**config.mk**
```make
export PLATFORM = sky130hd
export DESIGN_NAME = pipe_ctrl
export DESIGN_NICKNAME = d
export VERILOG_FILES = /design/src/rtl/pipe_ctrl_pkg.sv /design/src/rtl/pipe_ctrl_fwd_sel.sv /design/src/rtl/pipe_ctrl.sv
export SDC_FILE = /design/constraint.sdc
export NUM_CORES = 1
export LEC_CHECK = 0
export ABC_CLOCK_PERIOD_IN_PS = 2200
export CORE_ASPECT_RATIO = 0.7
export CORE_UTILIZATION = 32
export CTS_BUF_LIST = sky130_fd_sc_hd__clkbuf_8
export DETAILED_ROUTE_END_ITERATION = 7
export GPL_TIMING_DRIVEN = 1
export SYNTH_ARGS = -nofsm -noshare
export SYNTH_HDL_FRONTEND = slang
export SYNTH_HIERARCHICAL = 1
export SYNTH_SLANG_ARGS = --single-unit
```
**constraint.sdc**
```tcl
create_clock -name CLK -period 2.2 [get_ports CLK]
set_input_delay 0.44 -clock CLK [delete_from_list [all_inputs] [get_ports CLK]]
set_output_delay 0.44 -clock CLK [all_outputs]
set_load 0.1 [all_outputs]
```
**src/rtl/pipe_ctrl_pkg.sv**
```systemverilog
// Shared types for the pipeline sequencer: scoreboard entry layout,
// pipeline register indices and the forward-select encoding.
package pipe_pkg;

    localparam int SB_RA_W     = 5;
    localparam int FWD_REGFILE = 0;
    localparam int IFID_IDX    = 0;
    localparam int IDEX_IDX    = 1;

    typedef struct packed {
        logic               valid;
        logic [SB_RA_W-1:0] rd;
        logic               rd_we;
        logic               is_load;
    } sb_entry_t;

endpackage

```
**src/rtl/pipe_ctrl_fwd_sel.sv**
```systemverilog
// Youngest-match priority search over scoreboard entries 2..NUM_PREGS-1
// selecting the EX operand source for one source register.
module pipe_fwd_sel
    import pipe_pkg::*;
#(
    parameter int NUM_PREGS = 4,
    parameter int LU_DEPTH  = 1,
    parameter int RA_W      = SB_RA_W,
    parameter int FS_W      = $clog2(NUM_PREGS)
) (
    input  sb_entry_t         sb_i [NUM_PREGS-2],
    input  logic [RA_W-1:0]   rs_i,
    input  logic              used_i,
    output logic [FS_W-1:0]   sel_o,
    output logic              blocked_o
);

    logic hit;

    // A load still in flight shadows any older writer of the same rd.
    always_comb begin
        sel_o     = FS_W'(FWD_REGFILE);
        blocked_o = 1'b0;
        hit       = 1'b0;
        for (int k = 2; k < NUM_PREGS; k++) begin
            if (!hit && used_i && rs_i != '0
                && sb_i[k-2].valid && sb_i[k-2].rd_we
                && sb_i[k-2].rd == rs_i) begin
                hit = 1'b1;
                if (sb_i[k-2].is_load && k < LU_DEPTH + 2)
                    blocked_o = 1'b1;
                else
                    sel_o = FS_W'(k);
            end
        end
    end

endmodule

```
**src/rtl/pipe_ctrl.sv**
```systemverilog
// Pipeline sequencer: valid bits, rd scoreboard, stalls, flushes, forwarding.
// PIPE_CTRL_PERF_EN builds the stall/flush performance counters.
module pipe_ctrl
    import pipe_pkg::*;
#(
    parameter int NUM_PREGS = 4,
    parameter int LU_DEPTH  = 1,
    parameter int RA_W      = SB_RA_W,
    parameter int FS_W      = $clog2(NUM_PREGS)
) (
    input  logic                 CLK,
    input  logic                 RESET,
    input  logic                 IF_VALID,
    input  logic [RA_W-1:0]      ID_RS1_ADDR,
    input  logic [RA_W-1:0]      ID_RS2_ADDR,
    input  logic                 ID_RS1_USED,
    input  logic                 ID_RS2_USED,
    input  logic [RA_W-1:0]      ID_RD_ADDR,
    input  logic                 ID_RD_WE,
    input  logic                 ID_IS_LOAD,
    input  logic                 EX_BRANCH_TAKEN,
    input  logic                 MEM_BUSYWAIT,
    output logic                 PC_HOLD,
    output logic [NUM_PREGS-1:0] PREG_EN,
    output logic [NUM_PREGS-1:0] PREG_VALID,
    output logic                 LU_HAZARD,
    output logic [FS_W-1:0]      FWD_SEL1,
    output logic [FS_W-1:0]      FWD_SEL2,
    output logic [31:0]          STALL_CYCLES,
    output logic [31:0]          FLUSH_COUNT
);

    logic            valid0_q, valid0_d;
    sb_entry_t       sb_q [1:NUM_PREGS-1];
    sb_entry_t       sb_d [1:NUM_PREGS-1];
    sb_entry_t       sb_old [NUM_PREGS-2];
    logic [RA_W-1:0] rs1_q, rs1_d, rs2_q, rs2_d;
    logic            rs1_used_q, rs1_used_d;
    logic            rs2_used_q, rs2_used_d;
    logic            freeze, flush, lu_cond, stall_lu;
    logic            blk1, blk2;

    assign freeze = MEM_BUSYWAIT;
    assign flush  = EX_BRANCH_TAKEN & ~freeze;

    always_comb begin
        lu_cond = 1'b0;
        for (int k = 1; k <= LU_DEPTH; k++) begin
            if (sb_q[k].valid && sb_q[k].is_load && sb_q[k].rd_we
                && sb_q[k].rd != '0
                && ((ID_RS1_USED && ID_RS1_ADDR == sb_q[k].rd)
                 || (ID_RS2_USED && ID_RS2_ADDR == sb_q[k].rd)))
                lu_cond = 1'b1;
        end
        lu_cond = lu_cond & valid0_q;
    end

    assign stall_lu  = lu_cond & ~freeze & ~flush;
    assign LU_HAZARD = stall_lu;
    assign PC_HOLD   = RESET & (freeze | stall_lu);

    always_comb begin
        PREG_EN = '1;
        if (freeze)
            PREG_EN = '0;
        else if (stall_lu)
            PREG_EN[IFID_IDX] = 1'b0;
    end

    always_comb begin
        PREG_VALID[IFID_IDX] = valid0_q;
        for (int k = 1; k < NUM_PREGS; k++)
            PREG_VALID[k] = sb_q[k].valid;
    end

    // Register 1 takes either the IF/ID instruction or a bubble.
    always_comb begin
        valid0_d   = valid0_q;
        sb_d       = sb_q;
        rs1_d      = rs1_q;
        rs2_d      = rs2_q;
        rs1_used_d = rs1_used_q;
        rs2_used_d = rs2_used_q;
        if (!freeze) begin
            sb_d[IDEX_IDX].valid   = valid0_q & ~flush & ~stall_lu;
            sb_d[IDEX_IDX].rd      = ID_RD_ADDR;
            sb_d[IDEX_IDX].rd_we   = ID_RD_WE;
            sb_d[IDEX_IDX].is_load = ID_IS_LOAD;
            rs1_d      = ID_RS1_ADDR;
            rs2_d      = ID_RS2_ADDR;
            rs1_used_d = ID_RS1_USED;
            rs2_used_d = ID_RS2_USED;
            for (int k = 2; k < NUM_PREGS; k++)
                sb_d[k] = sb_q[k-1];
            if (flush)
                valid0_d = 1'b0;
            else if (!stall_lu)
                valid0_d = IF_VALID;
        end
    end

    always_ff @(posedge CLK or negedge RESET) begin
        if (!RESET) begin
            valid0_q   <= 1'b0;
            rs1_q      <= '0;
            rs2_q      <= '0;
            rs1_used_q <= 1'b0;
            rs2_used_q <= 1'b0;
            for (int k = 1; k < NUM_PREGS; k++)
                sb_q[k] <= '0;
        end else begin
            valid0_q   <= valid0_d;
            rs1_q      <= rs1_d;
            rs2_q      <= rs2_d;
            rs1_used_q <= rs1_used_d;
            rs2_used_q <= rs2_used_d;
            sb_q       <= sb_d;
        end
    end

    always_comb begin
        for (int j = 0; j < NUM_PREGS - 2; j++)
            sb_old[j] = sb_q[j+2];
    end

    pipe_fwd_sel #(
        .NUM_PREGS (NUM_PREGS),
        .LU_DEPTH  (LU_DEPTH),
        .RA_W      (RA_W),
        .FS_W      (FS_W)
    ) u_fwd1 (
        .sb_i      (sb_old),
        .rs_i      (rs1_q),
        .used_i    (rs1_used_q & sb_q[IDEX_IDX].valid),
        .sel_o     (FWD_SEL1),
        .blocked_o (blk1)
    );

    pipe_fwd_sel #(
        .NUM_PREGS (NUM_PREGS),
        .LU_DEPTH  (LU_DEPTH),
        .RA_W      (RA_W),
        .FS_W      (FS_W)
    ) u_fwd2 (
        .sb_i      (sb_old),
        .rs_i      (rs2_q),
        .used_i    (rs2_used_q & sb_q[IDEX_IDX].valid),
        .sel_o     (FWD_SEL2),
        .blocked_o (blk2)
    );

    // The load-use stall must keep young loads out of forwarding range.
    a_fwd_legal: assert property (
        @(posedge CLK) disable iff (!RESET) !(blk1 || blk2));

`ifdef PIPE_CTRL_PERF_EN
    logic [31:0] stall_cnt_q, stall_cnt_d;
    logic [31:0] flush_cnt_q, flush_cnt_d;

    always_comb begin
        stall_cnt_d = stall_cnt_q + {31'd0, freeze | stall_lu};
        flush_cnt_d = flush_cnt_q + {31'd0, flush};
    end

    always_ff @(posedge CLK or negedge RESET) begin
        if (!RESET) begin
            stall_cnt_q <= '0;
            flush_cnt_q <= '0;
        end else begin
            stall_cnt_q <= stall_cnt_d;
            flush_cnt_q <= flush_cnt_d;
        end
    end

    assign STALL_CYCLES = stall_cnt_q;
    assign FLUSH_COUNT  = flush_cnt_q;
`else
    assign STALL_CYCLES = '0;
    assign FLUSH_COUNT  = '0;
`endif

endmodule

```
Word-level counts from Yosys, hierarchy flattened. Index checks and enable logic that the tools add are counted.

Word-level logic and storage cells: 80. Bits in registers: 36. Input bits: 24.

Bitwise logic cells: 13. Muxes and demuxes: 13. Eq/ne operators: 7. Reductions and logical operators: 31.

Operators by type and width (count): == test 5 bit (6); logical AND 1 bit (24); nonzero test 5 bit (3); two-way mux 2 bit (5); bitwise AND 1 bit (9); two-way mux 1 bit (7); two-way mux 3 bit (1); NOT 1 bit (3); logical NOT 1 bit (2); inequality test 2 bit (second input constant) (1); AND reduction 2 bit (1); logical OR 1 bit (1); bitwise OR 1 bit (1).

Longest topological paths before layout.
Word-level depth: 13. Depth in mapped cells: 5.

Modules after synthesis. Netlist, hierarchy kept.

By module, submodules not included: pipe_ctrl (times used 1, area an instance 2094.5 um^2, cells an instance 182, seq. area each 925.9 um^2); pipe_fwd_sel (times used 2, area an instance 155.1 um^2, cells an instance 21, seq. area each 0.0 um^2).

Least setup slack after synthesis. Ideal clock, no wire load.

Path kind: input port to output port. Start point: input MEM_BUSYWAIT. End point: output PC_HOLD. Arrival: 2820 ps. Buffers on the path: 2. Stages on the path: 4. Setup slack: -1060 ps. Path through: clkbuf_1 > buf_2 > inv_1 > a21boi_1.

Longest elaborated chain between the ends: 6.

Ends and longest elaborated chain: from (decl) (line pipe_ctrl.sv:22) `input logic MEM_BUSYWAIT,`; NOT 1 bit (no source line); bitwise AND 1 bit (line pipe_ctrl.sv:44) `assign flush = EX_BRANCH_TAKEN & ~freeze;`; NOT 1 bit (line pipe_ctrl.sv:58) `assign stall_lu = lu_cond & ~freeze & ~flush;`; bitwise AND 1 bit (line pipe_ctrl.sv:58); bitwise OR 1 bit (*) (line pipe_ctrl.sv:60) `assign PC_HOLD = RESET & (freeze | stall_lu);`; bitwise AND 1 bit (*) (line pipe_ctrl.sv:60); to (decl) (line pipe_ctrl.sv:23) `output logic PC_HOLD,`.

Every way passes the cells marked *; elsewhere a longest branch is shown, timed or not.

Worst setup path in the final report.
Start point: register sb_q, in the netlist sb_old[14]. End point: output FWD_SEL2[1].

Longest elaborated chain between the ends: 10.

Ends and longest elaborated chain: from (decl) (line pipe_ctrl.sv:34) `sb_entry_t sb_q [1:NUM_PREGS-1];`; from (signal, indexed assignment) (line pipe_ctrl.sv:110) `sb_q[k] <= '0;`; from (signal assigned) (line pipe_ctrl.sv:117) `sb_q <= sb_d;`; == test 5 bit (*) (line pipe_ctrl_fwd_sel.sv:28) `&& sb_i[k-2].rd == rs_i) begin`; logical AND 1 bit (*) (line pipe_ctrl_fwd_sel.sv:28); two-way mux 1 bit (line pipe_ctrl_fwd_sel.sv:26) `if (!hit && used_i && rs_i != '0`; logical NOT 1 bit (line pipe_ctrl_fwd_sel.sv:26); logical AND 1 bit (2 in series) (line pipe_ctrl_fwd_sel.sv:26); logical AND 1 bit (2 in series) (line pipe_ctrl_fwd_sel.sv:27) `&& sb_i[k-2].valid && sb_i[k-2].rd_we`; logical AND 1 bit (line pipe_ctrl_fwd_sel.sv:28); two-way mux 2 bit (*) (line pipe_ctrl_fwd_sel.sv:26); to (decl) (line pipe_ctrl.sv:28) `output logic [FS_W-1:0] FWD_SEL2,`.

Marks and branches as above.

==> impl_metrics.toml <==
[worst_setup_path]
path_max_fanout = 4
critPathLaunchType = "flip-flop"
arrival_ns = 1.96
end_kind = "output pin"
crit_required_ns = 1.76
path_class = "reg -> out"

[cells_and_area]
antenna_cells = 0
multi_input_area_um2 = 1290
seqCellArea_um2 = 918
mostFrequentLayoutCells = "conb_1 (64), mux2_2 (34), xnor2_1 (25), dfrtp_1 (22), buf_4 (22)"
nFillCells = 676
fin_cells = 365
finalNetCount = 294
final_util_pct = 43.5
final_common_cell = "conb_1"
drive_above_1_share_pct = 40.6
area_growth_pct = 28.3

[floorplan]
initial_core_util_pct = 33.9
ioPinCount = 102
die-area_um2 = 7720
row_count = 25
core-area_um2 = 6940
die_x_um = 105
die_h_um = 73.8

[route]
drtAntennaViolNets = 0
wirelength_um = 4460
first_pass_iters = 4
highest-signal-layer = "met4"
met2WireLength_um = 2000
drc = 0
viasPerCell = 4.05
route.vias.total = 1479
wl_met1_um = 2240
detail_route.wl_per_cell_um = 12.2
drtIter0Drc = 47
wl_met3_um = 196

[clock_tree]
h-tree-depth = 2
cts-root-buf = "clkbuf_8"
cts_tree = "built"
worstSkewPairLatency_ns = 0.28
clkTransAtPathRegs_ns = 0.07
cts_buffer_depth = 2
cts_hold_buf = 0
clock_sinks = 36
cts_made_buffers = 5

[timing]
post-route-period-util_pct = 109
finalCriticalPeriod_ns = 2.40
fin_setup_tns_ns = -0.511
slew_viol_final = 0
rsz0062_at_grt = "yes"
fin_ws_ns = -0.197
final-setup-viol-count = 5
hold_viol_final = 0
holdWs_ns = 0.504
max_clock_freq_ghz = 0.417
skew_ns = 0.00426

[place]
dpl.hpwl_um = 3350
gp_congestion = 0.768
io_buffer_count = 37
post-place-cells = 350

[global_routing]
grt_max_degree = 38
grt_pass1_wl_um = 7050
grt_antenna_before_repair = 0
first_global_vias = 1384
grt_overflow = 0
grt_usage_pct = 11.9

[power]
powerDensity_nw_per_um2 = 781
ir_worst_vdd_v = 0.000341
total_power_mw = 2.36
leakage_nw = 1.29

[hold_path]
hold_class = "reg -> reg"

[synth]
syn_avg_cell_area_um2 = 10.7
syn_area_um2 = 2360
syn_inst = 220
synth-warning-count = 6

[status]
status = "finished with violations"
violations = "negative setup slack"

[flow_run]
max_cap_violations = 0
==> what timing repair did <==
item                                    CTS  global route
endpoints found under the setup margin    7             7
buffers inserted                          5             2
pin swaps                                15            17
resized for setup                        27            12
==> where the power goes <==
| part | switching [mW] | internal, mW | total, mW |
|---|---|---|---|
| logic | 0.688 | 0.244 | 0.932 |
| registers | 0.111 | 0.749 | 0.860 |
| clock network | 0.236 | 0.332 | 0.567 |
==> area by class of cell <==
class                           instances  area share (%)
Clock buffer                            5            2.28
Clock inverter                          3            1.28
Inverter                                2           0.248
Multi-Input combinational cell        170            42.6
Sequential cell                        36            30.4
Tap cell                               94            3.89
Timing Repair Buffer                   55            19.3
==> per-stage QoR <==
stage / worst slack (ns) / area, um2
after floorplan: -0.566 / 2660
after global placement: -0.270 / 2770
after detailed placement: -0.285 / 2770
after CTS: -0.188 / 2960
after global routing: -0.248 / 3020
final: -0.197 / 3020
==> worst paths after layout <==
kind,from,slack (ns),end,depth (start not counted)
min in group asynchronous,RESET,0.60,rs2_used_q,2
max in group asynchronous,RESET,1.25,rs1_q[0],2
min,rs1_used_q,0.50,rs1_used_q,1
min reg2reg,rs1_used_q,0.50,rs1_used_q,1
max,sb_old[14],-0.20,FWD_SEL2[1],5
max reg2reg,sb_q[21],0.70,valid0_q,7
==> worst max-delay path, stage by stage, from the launching register on <==
cell and delay [ns]:
dfrtp_1 0.44, xnor2_1 0.18, nand4_1 0.20, nor3_4 0.34, mux2i_4 0.31, buf_12 0.20
==> per-layer routing <==
layer / global-route usage (%) / up-vias
met5: 0 / -
met4: 3.33 / 0
met3: 3.02 / 4
met2: 17.7 / 47
met1: 17.2 / 724
li1: - / 704
==> flip-flops by register name, indices dropped and copies added (netlist names) <==
name / count
valid0_q: 1
sb_q: 7
rs2_q: 5
PREG_VALID: 3
rs1_used_q: 1
rs2_used_q: 1
sb_old: 13
rs1_q: 5
Power figures use the tool's default switching activity.
